## src/rtl/request_unit_pkg.sv

```systemverilog
// Shared types for the request sequencer: data word and request-state encoding.
// Imported by the interface and the sequencer.
package request_unit_pkg;

    typedef logic [31:0] word_t;

    typedef enum logic [1:0] {
        FETCH  = 2'd0,
        DECODE = 2'd1,
        MEM    = 2'd2,
        HALTED = 2'd3
    } reqstate_t;

    // Reference only: the PC register itself lives in the datapath.
    localparam word_t PC_RESET = 32'h0000_0000;

endpackage

```

## src/rtl/request_unit_if.sv

```systemverilog
// Signal bundle between the request sequencer and its neighbours
// (instruction/data memory ports, control_unit decode, commit strobes).
interface request_unit_if;
    import request_unit_pkg::*;

    word_t iload;
    logic  ihit;
    logic  dhit;
    logic  cu_dREN;
    logic  cu_dWEN;
    logic  cu_halt;
    word_t instruction;
    logic  imemREN;
    logic  dmemREN;
    logic  dmemWEN;
    logic  pc_en;
    logic  reg_commit;
    logic  halt;
    logic  err;
    word_t retired;

    modport ru (
        input  iload, ihit, dhit, cu_dREN, cu_dWEN, cu_halt,
        output instruction, imemREN, dmemREN, dmemWEN, pc_en, reg_commit,
               halt, err, retired
    );

    modport tb (
        output iload, ihit, dhit, cu_dREN, cu_dWEN, cu_halt,
        input  instruction, imemREN, dmemREN, dmemWEN, pc_en, reg_commit,
               halt, err, retired
    );

endinterface

```

## src/rtl/request_unit.sv

```systemverilog
// Fetch/decode/memory request sequencer feeding control_unit and the caches;
// issues commit strobes, counts retired instructions, keeps sticky halt/err.
//
// state  | meaning
// FETCH  | imemREN held until ihit, word latched into instruction
// DECODE | cu_* valid; commit ALU op, go to MEM, or halt
// MEM    | dmemREN/dmemWEN held until dhit, commit on the hit cycle
// HALTED | idle until reset
module request_unit
    import request_unit_pkg::*;
#(
    parameter logic [15:0] MAX_WAIT = 16'd1024
) (
    input logic       CLK,
    input logic       RST,
    request_unit_if.ru ruif
);

    reqstate_t   state, next_state;
    word_t       instruction_q;
    word_t       retired_q;
    logic        halt_q;
    logic        err_q;
    logic [15:0] wait_q;
    logic [15:0] wait_inc;

    logic timeout_hit;
    logic load_instr;
    logic commit;
    logic set_halt;
    logic set_err;
    logic imem_ren;
    logic dmem_ren;
    logic dmem_wen;

    always_ff @(posedge CLK) begin
        if (RST) begin
            state         <= FETCH;
            instruction_q <= '0;
            retired_q     <= '0;
            halt_q        <= 1'b0;
            err_q         <= 1'b0;
            wait_q        <= '0;
        end else begin
            state <= next_state;
            if (load_instr)
                instruction_q <= ruif.iload;
            if (set_halt || set_err)
                halt_q <= 1'b1;
            if (set_err)
                err_q <= 1'b1;
            if (commit && (retired_q != '1))
                retired_q <= retired_q + 32'd1;
            // Counter only runs while a request is outstanding in the same state.
            if (next_state != state)
                wait_q <= '0;
            else if ((state == FETCH) || (state == MEM))
                wait_q <= wait_inc;
            else
                wait_q <= '0;
        end
    end

    assign wait_inc    = wait_q + 16'd1;
    assign timeout_hit = (MAX_WAIT != 16'd0) && (wait_inc == MAX_WAIT);

    always_comb begin
        next_state = state;
        load_instr = 1'b0;
        commit     = 1'b0;
        set_halt   = 1'b0;
        set_err    = 1'b0;
        imem_ren   = 1'b0;
        dmem_ren   = 1'b0;
        dmem_wen   = 1'b0;

        case (state)
            FETCH: begin
                imem_ren = 1'b1;
                if (ruif.ihit) begin
                    load_instr = 1'b1;
                    next_state = DECODE;
                end else if (timeout_hit) begin
                    set_err    = 1'b1;
                    next_state = HALTED;
                end
            end
            DECODE: begin
                // Halt takes priority over any memory request from the same word.
                if (ruif.cu_halt) begin
                    set_halt   = 1'b1;
                    next_state = HALTED;
                end else if (ruif.cu_dREN || ruif.cu_dWEN) begin
                    next_state = MEM;
                end else begin
                    commit     = 1'b1;
                    next_state = FETCH;
                end
            end
            MEM: begin
                dmem_ren = ruif.cu_dREN;
                dmem_wen = ruif.cu_dWEN;
                if (ruif.dhit) begin
                    commit     = 1'b1;
                    next_state = FETCH;
                end else if (timeout_hit) begin
                    set_err    = 1'b1;
                    next_state = HALTED;
                end
            end
            HALTED: begin
                next_state = HALTED;
            end
            default: begin
                next_state = FETCH;
            end
        endcase

        // Reset suppresses every request and strobe, including a same-cycle dhit.
        if (RST) begin
            next_state = FETCH;
            load_instr = 1'b0;
            commit     = 1'b0;
            set_halt   = 1'b0;
            set_err    = 1'b0;
            imem_ren   = 1'b0;
            dmem_ren   = 1'b0;
            dmem_wen   = 1'b0;
        end
    end

    assign ruif.instruction = instruction_q;
    assign ruif.imemREN     = imem_ren;
    assign ruif.dmemREN     = dmem_ren;
    assign ruif.dmemWEN     = dmem_wen;
    assign ruif.pc_en       = commit;
    assign ruif.reg_commit  = commit;
    assign ruif.halt        = halt_q;
    assign ruif.err         = err_q;
    assign ruif.retired     = retired_q;

endmodule
```

## src/flat_wrapper.sv

```systemverilog
// flat-port wrapper written by rule: the top's interface ports become plain ports
module request_unit_flat import request_unit_pkg::*;
#(
    parameter logic [15:0] MAX_WAIT = 16'd1024
)
  (CLK, RST, ruif_iload, ruif_ihit, ruif_dhit, ruif_cu_dREN, ruif_cu_dWEN, ruif_cu_halt, ruif_instruction, ruif_imemREN, ruif_dmemREN, ruif_dmemWEN, ruif_pc_en, ruif_reg_commit, ruif_halt, ruif_err, ruif_retired);
  request_unit_if ruif_i ();
  input logic CLK;
  input logic RST;
  input wire logic [$bits(ruif_i.iload)-1:0] ruif_iload;
  input wire logic [$bits(ruif_i.ihit)-1:0] ruif_ihit;
  input wire logic [$bits(ruif_i.dhit)-1:0] ruif_dhit;
  input wire logic [$bits(ruif_i.cu_dREN)-1:0] ruif_cu_dREN;
  input wire logic [$bits(ruif_i.cu_dWEN)-1:0] ruif_cu_dWEN;
  input wire logic [$bits(ruif_i.cu_halt)-1:0] ruif_cu_halt;
  output wire logic [$bits(ruif_i.instruction)-1:0] ruif_instruction;
  output wire logic [$bits(ruif_i.imemREN)-1:0] ruif_imemREN;
  output wire logic [$bits(ruif_i.dmemREN)-1:0] ruif_dmemREN;
  output wire logic [$bits(ruif_i.dmemWEN)-1:0] ruif_dmemWEN;
  output wire logic [$bits(ruif_i.pc_en)-1:0] ruif_pc_en;
  output wire logic [$bits(ruif_i.reg_commit)-1:0] ruif_reg_commit;
  output wire logic [$bits(ruif_i.halt)-1:0] ruif_halt;
  output wire logic [$bits(ruif_i.err)-1:0] ruif_err;
  output wire logic [$bits(ruif_i.retired)-1:0] ruif_retired;
  assign ruif_i.iload = ruif_iload;
  assign ruif_i.ihit = ruif_ihit;
  assign ruif_i.dhit = ruif_dhit;
  assign ruif_i.cu_dREN = ruif_cu_dREN;
  assign ruif_i.cu_dWEN = ruif_cu_dWEN;
  assign ruif_i.cu_halt = ruif_cu_halt;
  assign ruif_instruction = ruif_i.instruction;
  assign ruif_imemREN = ruif_i.imemREN;
  assign ruif_dmemREN = ruif_i.dmemREN;
  assign ruif_dmemWEN = ruif_i.dmemWEN;
  assign ruif_pc_en = ruif_i.pc_en;
  assign ruif_reg_commit = ruif_i.reg_commit;
  assign ruif_halt = ruif_i.halt;
  assign ruif_err = ruif_i.err;
  assign ruif_retired = ruif_i.retired;
  request_unit #(.MAX_WAIT(MAX_WAIT)) u_core (.CLK(CLK), .RST(RST), .ruif(ruif_i));
endmodule
```

## config.mk

```make
export PLATFORM = sky130hd
export DESIGN_NAME = request_unit_flat
export DESIGN_NICKNAME = d
export VERILOG_FILES = /design/src/rtl/request_unit_pkg.sv /design/src/rtl/request_unit_if.sv /design/src/rtl/request_unit.sv /design/src/flat_wrapper.sv
export SDC_FILE = /design/constraint.sdc
export NUM_CORES = 1
export LEC_CHECK = 0
export ABC_AREA = 1
export ABC_CLOCK_PERIOD_IN_PS = 4300
export CAP_MARGIN = 20
export CORE_UTILIZATION = 30
export CTS_BUF_LIST = sky130_fd_sc_hd__clkbuf_8
export DETAILED_ROUTE_END_ITERATION = 12
export GPL_ROUTABILITY_DRIVEN = 0
export PLACE_DENSITY = 0.57
export SKIP_CTS_REPAIR_TIMING = 1
export SYNTH_ARGS = -nofsm -noshare
export SYNTH_HDL_FRONTEND = slang
export SYNTH_SLANG_ARGS = --single-unit
```

## constraint.sdc

```tcl
create_clock -name CLK -period 4.3 [get_ports CLK]
set_input_delay 0.86 -clock CLK [delete_from_list [all_inputs] [get_ports CLK]]
set_output_delay 0.86 -clock CLK [all_outputs]
set_load 0.05 [all_outputs]
```

== Yosys cells after proc, flatten, opt, wreduce, memory -nomap -nowiden ==
Cells that the tools add are included.
Word-level totals
  register bits after elaboration: 84
  bits of input ports: 39
  output and inout bits: 71
  logic and storage cells: 50
Operators by class
  $add $sub $neg: 2
  eq/ne operators: 6
  mux-type cells: 29
  bitwise operators: 1
  reduce and logical (&&, ||, !) cells: 6
Operators with widths (number)
  $add 32x1->32 const B: 1
  $ne 32x32->1 const B: 1
  $mux 1: 20
  $add 16x1->16 const B: 1
  $eq 16x11->1 const B: 1
  $mux 2: 6
  $pmux 2 s4: 1
  $eq 2x2->1 const B: 2
  $pmux 1 s2: 2
  $logic_or 1x1->1: 3
  $reduce_or 3->1: 1
  $eq 2x1->1 const B: 1
  $logic_not 2->1: 1
  $ne 2x2->1: 1
  $logic_and 1x1->1: 1
  $not 1->1: 1

== Logic depth before layout (Yosys ltp) ==
Gate-level depths: netlist of run 1.
  depth in word-level cells: 8
  depth in mapped cells: 18
  depth with buffers taken out: 17

== Least setup slack after synthesis of run 1 ==
Ideal clock, no wire load.
  path kind: input port to flip-flop
  start: in RST
  end: reg u_core.retired_q[26] (netlist: u_core.ruif.retired[26])
  setup time: 0.119 ns
  data arrival time: 3.187 ns
  setup slack: 0.993 ns
  stages: 13
  buffers on the path: 1
  path through: clkbuf_1 > inv_1 > nand2_1 > a21oi_1 > nand2_1 > inv_2 > nand2_1 > inv_1 > nand3_1 > nor2_1 > nand2_1 > o21ai_0 > a21oi_1
Between the ends
  longest elaborated chain between the ends: 2
Ends and longest elaborated chain
  from (decl): RTL line flat_wrapper.sv:9  | input logic RST;
  $mux 1: RTL line request_unit.sv:120  | if (RST) begin
  named net ruif_pc_en: RTL line flat_wrapper.sv:20  | output wire logic [$bits(ruif_i.pc_en)-1:0] ruif_pc_en;
  $logic_and 1x1->1: RTL line request_unit.sv:52  | if (commit && (retired_q != '1))
  to (signal assigned): RTL line request_unit.sv:53  | retired_q <= retired_q + 32'd1;
  to (decl): RTL line request_unit.sv:21  | word_t retired_q;
The timed path passes the listed nets, and every way through them passes these cells.
A chain may end at the register's enable or synchronous reset.

== Final worst setup path of run 1 ==
  start: in RST
  end: out ruif_dmemREN
Between the ends
  longest elaborated chain between the ends: 1
Ends and longest elaborated chain
  $mux 1: RTL line request_unit.sv:120
  to (decl): RTL line flat_wrapper.sv:18  | output wire logic [$bits(ruif_i.dmemREN)-1:0] ruif_dmemREN;
No other way between the ends.

==> results of run 1 <==
## flip-flops by register name, indices dropped and copies added (netlist names)
register / cells
u_core.ruif.err: 1
u_core.ruif.halt: 1
u_core.ruif.instruction: 32
u_core.ruif.retired: 32
u_core.state: 2
u_core.wait_q: 16
## kinds of logic (layout without fill, tap and decap cells)
group / count (synthesis) / count (layout) / share of synthesized area [%]
AOI/OAI and AO/OA: 86 / 86 / 11.3
adders and majority gates: 6 / 6 / 1.86
and+or+nand+nor: 318 / 318 / 34.6
DFF: 84 / 84 / 41.7
xor gates and xnor gates: 10 / 10 / 2.17
buffers and inverters: 88 / 200 / 8.49
## worst max-delay path, stage by stage
cell and delay (ps):
clkdlybuf4s50_1 560, nor3_1 280, clkdlybuf4s50_1 860
## cell type report
type	count	area, um^2
Sequential cell	84	1680
Fill cell	1373	7640
Clock buffer	10	138
Clock inverter	6	87.6
Tap cell	176	220
Multi-Input combinational cell	420	2020
Inverter	71	267
Timing Repair Buffer	113	1140
## synthesized netlist by cell type, drive strengths merged
cell type  number  area, um^2
a211o           1        8.76
a211oi          1        7.51
a21oi          28         140
a31o            1        8.76
a31oi           2        12.5
and2            1        6.26
and3            1        6.26
buf             4        27.5
clkbuf         13        48.8
dfxtp          84        1680
ha              6        75.1
inv            71         267
nand2         174         658
nand3          24         130
nand3b          1        7.51
nand4          18         113
nor2           68         300
nor3           21         110
nor3b           1        7.51
nor4            9        56.3
o21a            1        7.51
o21ai          50         254
o21bai          2        15.0
xnor2           4        35.0
xor2            6        52.6
## power by group
part           leakage, nW  total (mW)  switching, mW  internal (mW)
Sequential           0.683       0.917         0.0547          0.863
Combinational         1.16       0.781          0.529          0.252
Clock                0.116       0.647          0.304          0.343
Total                 1.96        2.34          0.887           1.46
## metal layers
layer  routed length [um]  part of all wire (%)
met5                    0                     0
met3                  884                   8.2
met2                 4560                    42
met4                  167                   1.6
met1                 5120                    48
## metrics by stage
stage / instances / util [%] / setup slack (ps)
4_1_cts: 880 / 42.1 / 871
5_1_grt: 880 / 42.1 / 816
3_5_place_dp: 864 / 40.4 / 848
3_3_place_gp: 864 / 40.4 / 872
6_report: 880 / 42.1 / 885
2_1_floorplan: 592 / - / 993
## path summary, 6_finish.rpt
kind | startpoint | endpoint | slack [ps] | cells past startpoint
hold / removal | u_core.ruif.err | u_core.ruif.err | 460 | 2
hold reg to reg | u_core.ruif.err | u_core.ruif.err | 460 | 2
setup reg to reg | u_core.state[1] | u_core.ruif.retired[26] | 1550 | 14
setup / recovery | RST | ruif_dmemREN | 880 | 3
## cells in the final DEF (no fill, tap or decap), drive strengths merged, types with 18 or more instances in the layout
cell type      netlist  layout
dfxtp               84      84
a21oi               28      28
nand4               18      18
nand3               24      24
nand2              174     174
nor3                21      21
clkdlybuf4s50        0     107
nor2                68      68
o21ai               50      50
inv                 71      71
==> out/summary.txt, run 1 <==
CP Max Fanout -> 6
final worst path period share -> 79.4%
cts bufs inserted -> 9
Die ar. -> 13900 um^2
unrepaired setup endpoints after global routing -> no
clk_lat worst skew -> 380 ps
Initial DRC Count -> 204
met2 Usage GRT -> 24.0%
Arrival @ worst endpoint -> 2560 ps
Yosys warning count -> 0
grt met1 use -> 20.8%
post-synth cell types -> 35
row cnt -> 42
Synthesized Nets -> 637
CP Class -> in -> out
register area share after synthesis -> 41.7%
skew final -> 13.9 ps
die width -> 118 um
final instance area -> 5550 um^2
Detail Placement HPWL -> 8.03 mm
DR DRC count -> 0
CP startpoint kind -> input port
Mapped Cells -> 592
Critical Path RT -> 3440 ps
synthesized area -> 4040 um^2
first-pass GRT wire length -> 18.0 mm
Final nets -> 744
Min Hold Slack -> 464 ps
crit end category -> output pin
DRT Wirelength -> 10.7 mm
largest net degree at the start of global routing -> 65
max-slew violation count -> 0
Slew headroom -> 58.9%
Placeable Area -> 13200 um^2
Chip Height -> 118 um
layout cells sized above 1 -> 6.82%
ant diodes -> 0
total power -> 2.34 mW
vias post-DR -> 4052
Clock Pin Slew Worst Setup and Hold Paths -> 90 ps
I/O pins -> 110
TNS Setup -> 0 ps
I/O Buffers -> 109
initial antenna violation count -> 0
met3 usage in global routing -> 5.86%
Final Hold Viols -> 0
Max Root-Sink Buffers -> 2
Via-to-Cell Ratio -> 4.60
hold crit path type -> reg -> reg
Avg Cell Area, Syn -> 6.82 um^2
Max Cap Violations -> 0
layer with the highest usage -> met2
Slew @ Worst Pin -> 612 ps
#FFs+latches synth -> 84
H-tree depth -> 3
vias in the first global route -> 3797
Starting Density -> 30.6%
Pleak -> 1.96 nW
FMAX -> 293 MHz
cell area power density -> 422 nW/um^2
Peak supply drop -> 0.000327 V
status -> complete, no violations
setup violators final -> 0
first-pass detailed-route iteration total -> 4
Sink Count -> 84
P&R area growth vs syn -> 37.5%
post-layout minimum cycle time -> 3420 ps
gr ovfl total -> 0
CTS tree -> yes
Placed Area -> 5330 um^2
GRT Util Overall -> 16.1%
clock root cell -> clkbuf_8
routed len/inst -> 12.2 um
antenna-violating nets left -> 0
(Power assumes the default switching activity.)
==> run 2: changes to the inputs <==
Settings changed: ABC_CLOCK_PERIOD_IN_PS 4300 to 2800, PLACE_DENSITY 0.57 to 0.59.
Clock period 4.3 ns to 2.8 ns, I/O delays scaled along.
==> run 2 against run 1 <==
Against the previous run: the run now ends with design-rule violations left; final area grew 0.32%; non-clock buffer count grew 4; critical path depth grew 10; clock skew shrank 6.9 ps; combinational power grew 63%; critical endpoint is now u_core.wait_q[6].
==> out/summary.txt, run 2 (synthesized netlist as in run 1, its figures left out) <==
cell area power density -> 626 nW/um^2 (+48%)
filler instances -> 1357 (-1.2%)
CTS tree -> yes
unrepaired setup endpoints after global routing -> no
I/O Buffers -> 109 (unchanged)
cells along the critical path -> ha_1 > nand3_1 > nor2_2 > nand2_1 > xor2_1 > nor2_1 > nand3_1 > nand2_1 > nand2_1 > nand2_2 > nand4_1 > nand3_4 > nor2_2
post-layout minimum cycle time -> 2450 ps
Initial DRC Count -> 343 (+68%)
status -> finished, violations left
Slew headroom -> 63.3% (+4.4 points)
cell mode on critical path -> nand2_1
Placeable Area -> 13200 um^2 (unchanged)
setup violators final -> 0 (unchanged)
largest net degree at the start of global routing -> 65 (unchanged)
footprint of the multi-input gates -> 2030 um^2 (+0.56%)
Max Cap Violations -> 0 (unchanged)
Final nets -> 748 (+0.54%)
vias in the first global route -> 3803 (+0.16%)
gr ovfl total -> 0 (unchanged)
Arrival @ worst endpoint -> 2740 ps (+180 ps)
Peak supply drop -> 0.000333 V (+1.8%)
failing checks -> design-rule violations
cts bufs inserted -> 9 (unchanged)
CP Class -> reg -> reg
GRT Util Overall -> 16.1% (+0.053 points)
Die ar. -> 13900 um^2 (unchanged)
first-pass GRT wire length -> 18.2 mm (+1.3%)
I/O pins -> 110 (unchanged)
CP startpoint kind -> flip-flop
Clock Pin Slew Worst Setup and Hold Paths -> 80 ps (about the same)
H-tree depth -> 3 (unchanged)
Sink Count -> 84 (unchanged)
final worst path period share -> 87.6%
P&R area growth vs syn -> 38.0%
Max Root-Sink Buffers -> 2 (unchanged)
hold crit path type -> reg -> reg
row cnt -> 42 (unchanged)
skew final -> 7.02 ps (-6.89 ps)
max-slew violation count -> 0 (unchanged)
Buf/Inv on CP -> 0 (-2)
clk_lat worst skew -> 360 ps (-20 ps)
CP Max Fanout -> 16 (+10)
routed len/inst -> 12.2 um (+0.16%)
Via-to-Cell Ratio -> 4.65 (+0.98%)
commonest non-fill, non-tap cell in the layout -> nand2_1
Slew @ Worst Pin -> 546 ps (-66.2 ps)
Pleak -> 1.97 nW (+0.78%)
die width -> 118 um (unchanged)
Crit path max-delay family -> simple AND/OR/NAND/NOR gates
register area -> 1680 um^2 (unchanged)
Chip Height -> 118 um (unchanged)
Final Hold Viols -> 0 (unchanged)
FMAX -> 408 MHz
clock root cell -> clkbuf_8
layout cells sized above 1 -> 7.37% (+0.55 points)
Min Hold Slack -> 470 ps (+5.80 ps)
commonest cells after routing, fill and taps aside -> nand2_1 (172), clkdlybuf4s50_1 (104), dfxtp_1 (84)
DR DRC count -> 2 (+2)
Critical Path RT -> 3090 ps (-350 ps)
first-pass detailed-route iteration total -> 9 (+5)
Starting Density -> 30.6% (unchanged)
Crit path largest cell delay -> 440 ps (-420 ps)
initial antenna violation count -> 0 (unchanged)
Max stage delay cell, worst path -> dfxtp_1
DRT Wirelength -> 10.8 mm (+0.39%)
ant diodes -> 0 (unchanged)
Detail Placement HPWL -> 8.13 mm (+1.2%)
TNS Setup -> 0 ps (unchanged)
antenna-violating nets left -> 0 (unchanged)
crit end category -> flip-flop
vias post-DR -> 4101 (+1.2%)
[run 2: cell count changes in the layout (fill, tap and decap cells not counted)]
cell / before / now
nand3_2: 2 / 1
clkinv_4: 2 / 0
buf_4: 4 / 8
buf_12: 2 / 5
clkbuf_8: 10 / 9
a21oi_1: 28 / 27
bufinv_16: 2 / 1
inv_1: 69 / 71
a21oi_2: 0 / 1
nand3_4: 0 / 1
clkdlybuf4s50_1: 107 / 104
[run 2: worst paths after layout]
path	startpoint	end	slack, ps	depth (start not counted)
max	u_core.wait_q[0]	u_core.wait_q[6]	350	13
min	u_core.ruif.err	u_core.ruif.err	470	2
max reg2reg	u_core.wait_q[0]	u_core.wait_q[6]	350	13
min reg2reg	u_core.ruif.err	u_core.ruif.err	470	2
[run 2: final cells by class]
type / instances / share of cell area, %
Tap cell: 176 / 3.95
Clock inverter: 5 / 0.854
Timing Repair Buffer: 117 / 21.6
Multi-Input combinational cell: 420 / 36.4
Inverter: 71 / 4.79
Clock buffer: 9 / 2.22
Sequential cell: 84 / 30.2
[run 2: routing by layer]
metal	wire, um	global-route usage, %	share of wire (%)	up-vias
met5	0	0	0	-
met4	180	6.81	1.7	0
met3	762	4.99	7.1	13
met2	4680	24.2	43	122
met1	5160	21.3	48	1832
li1	-	-	-	2134
[run 2: through the flow]
step	instances	utilization (%)	worst slack [ps]	area, um^2	power [mW]
after CTS	882	42.2	186	5560	3.51
after global routing	882	42.2	111	5570	3.67
final	882	42.2	348	5570	3.48
after detailed placement	868	40.9	179	5390	2.68
after floorplan	592	-	190	4040	2.25
after global placement	868	40.9	238	5390	2.67
[run 2: worst reg2reg max path, stage by stage (launching register included)]
cell     delay [ps]
dfxtp_1         440
ha_1            240
nand3_1         160
nor2_2          180
nand2_1          90
xor2_1          290
nor2_1           90
nand3_1         100
nand2_1          80
nand2_1          80
nand2_2          60
nand4_1         160
nand3_4         240
nor2_2          170
[run 2: power by group]
part / leakage (nW) / switching (mW) / internal (mW)
sequential: 0.683 / 0.0874 / 1.32
combinational: 1.19 / 0.846 / 0.420
clock: 0.0973 / 0.413 / 0.393
total: 1.97 / 1.35 / 2.14
==> run 3: changes to the inputs <==
Settings changed: ABC_CLOCK_PERIOD_IN_PS 2800 to 2600, PLACE_DENSITY 0.59 to 0.57.
Clock period 2.8 ns to 2.6 ns, I/O delays scaled along.
==> run 3 against run 2 <==
Against the previous run: the flow now finishes without violations; utilization increased by 0.56 points; clock skew increased by 3.9 ps; sequential power increased by 8%; clock power increased by 14%; largest cell class unchanged; highest routed layer unchanged.
==> out/summary.txt, run 3 (synthesized netlist as in run 1, its figures left out) <==
first-pass detailed-route iteration total -> 5 (-4)
CTS tree -> yes
Initial DRC Count -> 245 (-29%)
DRT Wirelength -> 11.0 mm (+2.0%)
Die ar. -> 13900 um^2 (unchanged)
max-slew violation count -> 0 (unchanged)
Clock Pin Slew Worst Setup and Hold Paths -> 80 ps (about the same)
setup violators final -> 0 (unchanged)
RR Startpoint -> u_core.state[0]
vias in the first global route -> 3898 (+2.5%)
DR DRC count -> 0 (-2)
commonest non-fill, non-tap cell in the layout -> nand2_1
Max Root-Sink Buffers -> 2 (unchanged)
vias post-DR -> 4119 (+0.44%)
Reg2Reg Depth -> 13 (unchanged)
row cnt -> 42 (unchanged)
final worst path period share -> 90.7%
CP Class -> reg -> out
Crit path largest cell delay -> 420 ps (-20 ps)
Buf/Inv on CP -> 3 (+3)
skew final -> 10.9 ps (+3.85 ps)
crit end category -> output pin
Final nets -> 752 (+0.53%)
Starting Density -> 30.6% (unchanged)
FMAX -> 424 MHz
Max stage delay cell, worst path -> dfxtp_1
CP startpoint kind -> flip-flop
layout cells sized above 1 -> 8.30% (+0.93 points)
Post-Layout Cell Count -> 887 (+0.57%)
Placed Cells -> 872 (+0.46%)
Placeable Area -> 13200 um^2 (unchanged)
initial antenna violation count -> 0 (unchanged)
clock root cell -> clkbuf_8
Slew headroom -> 59.7% (-3.6 points)
Via-to-Cell Ratio -> 4.64 (-0.13%)
antenna-violating nets left -> 0 (unchanged)
Slew @ Worst Pin -> 600 ps (+54.0 ps)
status -> complete, no violations
post-layout minimum cycle time -> 2360 ps
clk_lat worst skew -> 370 ps (about the same)
TNS Setup -> 0 ps (unchanged)
worst hold path cell count -> 2 (unchanged)
cells along the critical path -> inv_1 > ha_1 > nand2_1 > a21oi_2 > buf_4 > buf_12
Peak supply drop -> 0.000459 V (+38%)
Min Hold Slack -> 456 ps (-13.7 ps)
hold crit path type -> reg -> reg
FF-to-FF End -> u_core.ruif.retired[26]
Arrival @ worst endpoint -> 1840 ps (-900 ps)
I/O Buffers -> 109 (unchanged)
cts bufs inserted -> 9 (unchanged)
cell area power density -> 679 nW/um^2 (+8.6%)
I/O pins -> 110 (unchanged)
Crit path max-delay family -> buffers and inverters
P&R area growth vs syn -> 39.8%
gr ovfl total -> 0 (unchanged)
unrepaired setup endpoints after global routing -> no
commonest cells after routing, fill and taps aside -> nand2_1 (172), clkdlybuf4s50_1 (104), dfxtp_1 (83)
GRT Util Overall -> 16.7% (+0.50 points)
ant diodes -> 0 (unchanged)
Detail Placement HPWL -> 8.13 mm (about the same)
Hold EP -> u_core.ruif.err
routed len/inst -> 12.4 um (+1.4%)
largest net degree at the start of global routing -> 65 (unchanged)
first-pass GRT wire length -> 18.6 mm (+1.7%)
H-tree depth -> 3 (unchanged)
Max Cap Violations -> 0 (unchanged)
Pleak -> 2.01 nW (+1.9%)
Sink Count -> 84 (unchanged)
Chip Height -> 118 um (unchanged)
beginning of the worst hold path -> u_core.ruif.err
die width -> 118 um (unchanged)
Critical Path RT -> 2080 ps (-1010 ps)
CP Max Fanout -> 5 (-11)
Final Hold Viols -> 0 (unchanged)
FF-to-FF setup slack -> 280 ps (-70 ps)
## run 3: changes by cell type in the layout (fill, tap and decap cells not counted), sizes merged
cell	delta
clkbuf	+1
clkinv	-1
inv	+1
buf	+4
## run 3: report_power, final
part / internal [mW] / switching [mW]
clock: 0.454 / 0.464
combinational: 0.489 / 0.905
sequential: 1.43 / 0.0931
## run 3: how the worst max path moves through the flow
| stage | cells past startpoint | from | end | slack (ps) |
|---|---|---|---|---|
| global route | 16 | u_core.wait_q[0] | u_core.wait_q[14] | 2 |
| CTS | 16 | u_core.wait_q[0] | u_core.wait_q[14] | 160 |
| finish | 6 | u_core.state[0] | ruif_pc_en | 240 |
| global placement | 12 | RST | u_core.wait_q[15] | 150 |
| floorplan | 13 | RST | u_core.ruif.retired[26] | 30 |
| detailed placement | 12 | RST | u_core.wait_q[14] | 40 |
## run 3: worst register-to-register path: cells and delay by family (launching register included)
| kind | cells | cell delay (ps) |
|---|---|---|
| adders and majority gates | 1 | 350 |
| AOI/OAI and AO/OA | 3 | 380 |
| and+or+nand+nor | 6 | 750 |
| buffers and inverters | 3 | 300 |
| DFF | 1 | 420 |
## run 3: cell type report
| cell class | instances | area (um^2) |
|---|---|---|
| timing repair buffer | 121 | 1260 |
| fill | 1379 | 7550 |
| clock buffer | 10 | 138 |
| multi-input combinational | 420 | 2030 |
| inverter | 71 | 267 |
| clock inverter | 5 | 46.3 |
| tap | 176 | 220 |
| sequential | 84 | 1680 |
## run 3: routing by layer
layer | global-route usage, % | vias to the layer above | share of wire (%)
met3 | 6.06 | 15 | 8.6
met2 | 25.0 | 125 | 43
li1 | - | 2132 | -
met4 | 7.21 | 0 | 1.6
met1 | 21.3 | 1847 | 47
met5 | 0 | - | 0
## run 3: metrics by stage
step | instance area [um^2] | total power, mW | utilization (%) | worst slack [ps]
after global placement | 5450 | 2.93 | 41.3 | 145
after floorplan | 4040 | 2.43 | - | 30.3
final | 5640 | 3.83 | 42.8 | 241
after detailed placement | 5450 | 2.94 | 41.3 | 43.0
after CTS | 5630 | 3.88 | 42.7 | 157
after global routing | 5640 | 4.06 | 42.8 | 1.63
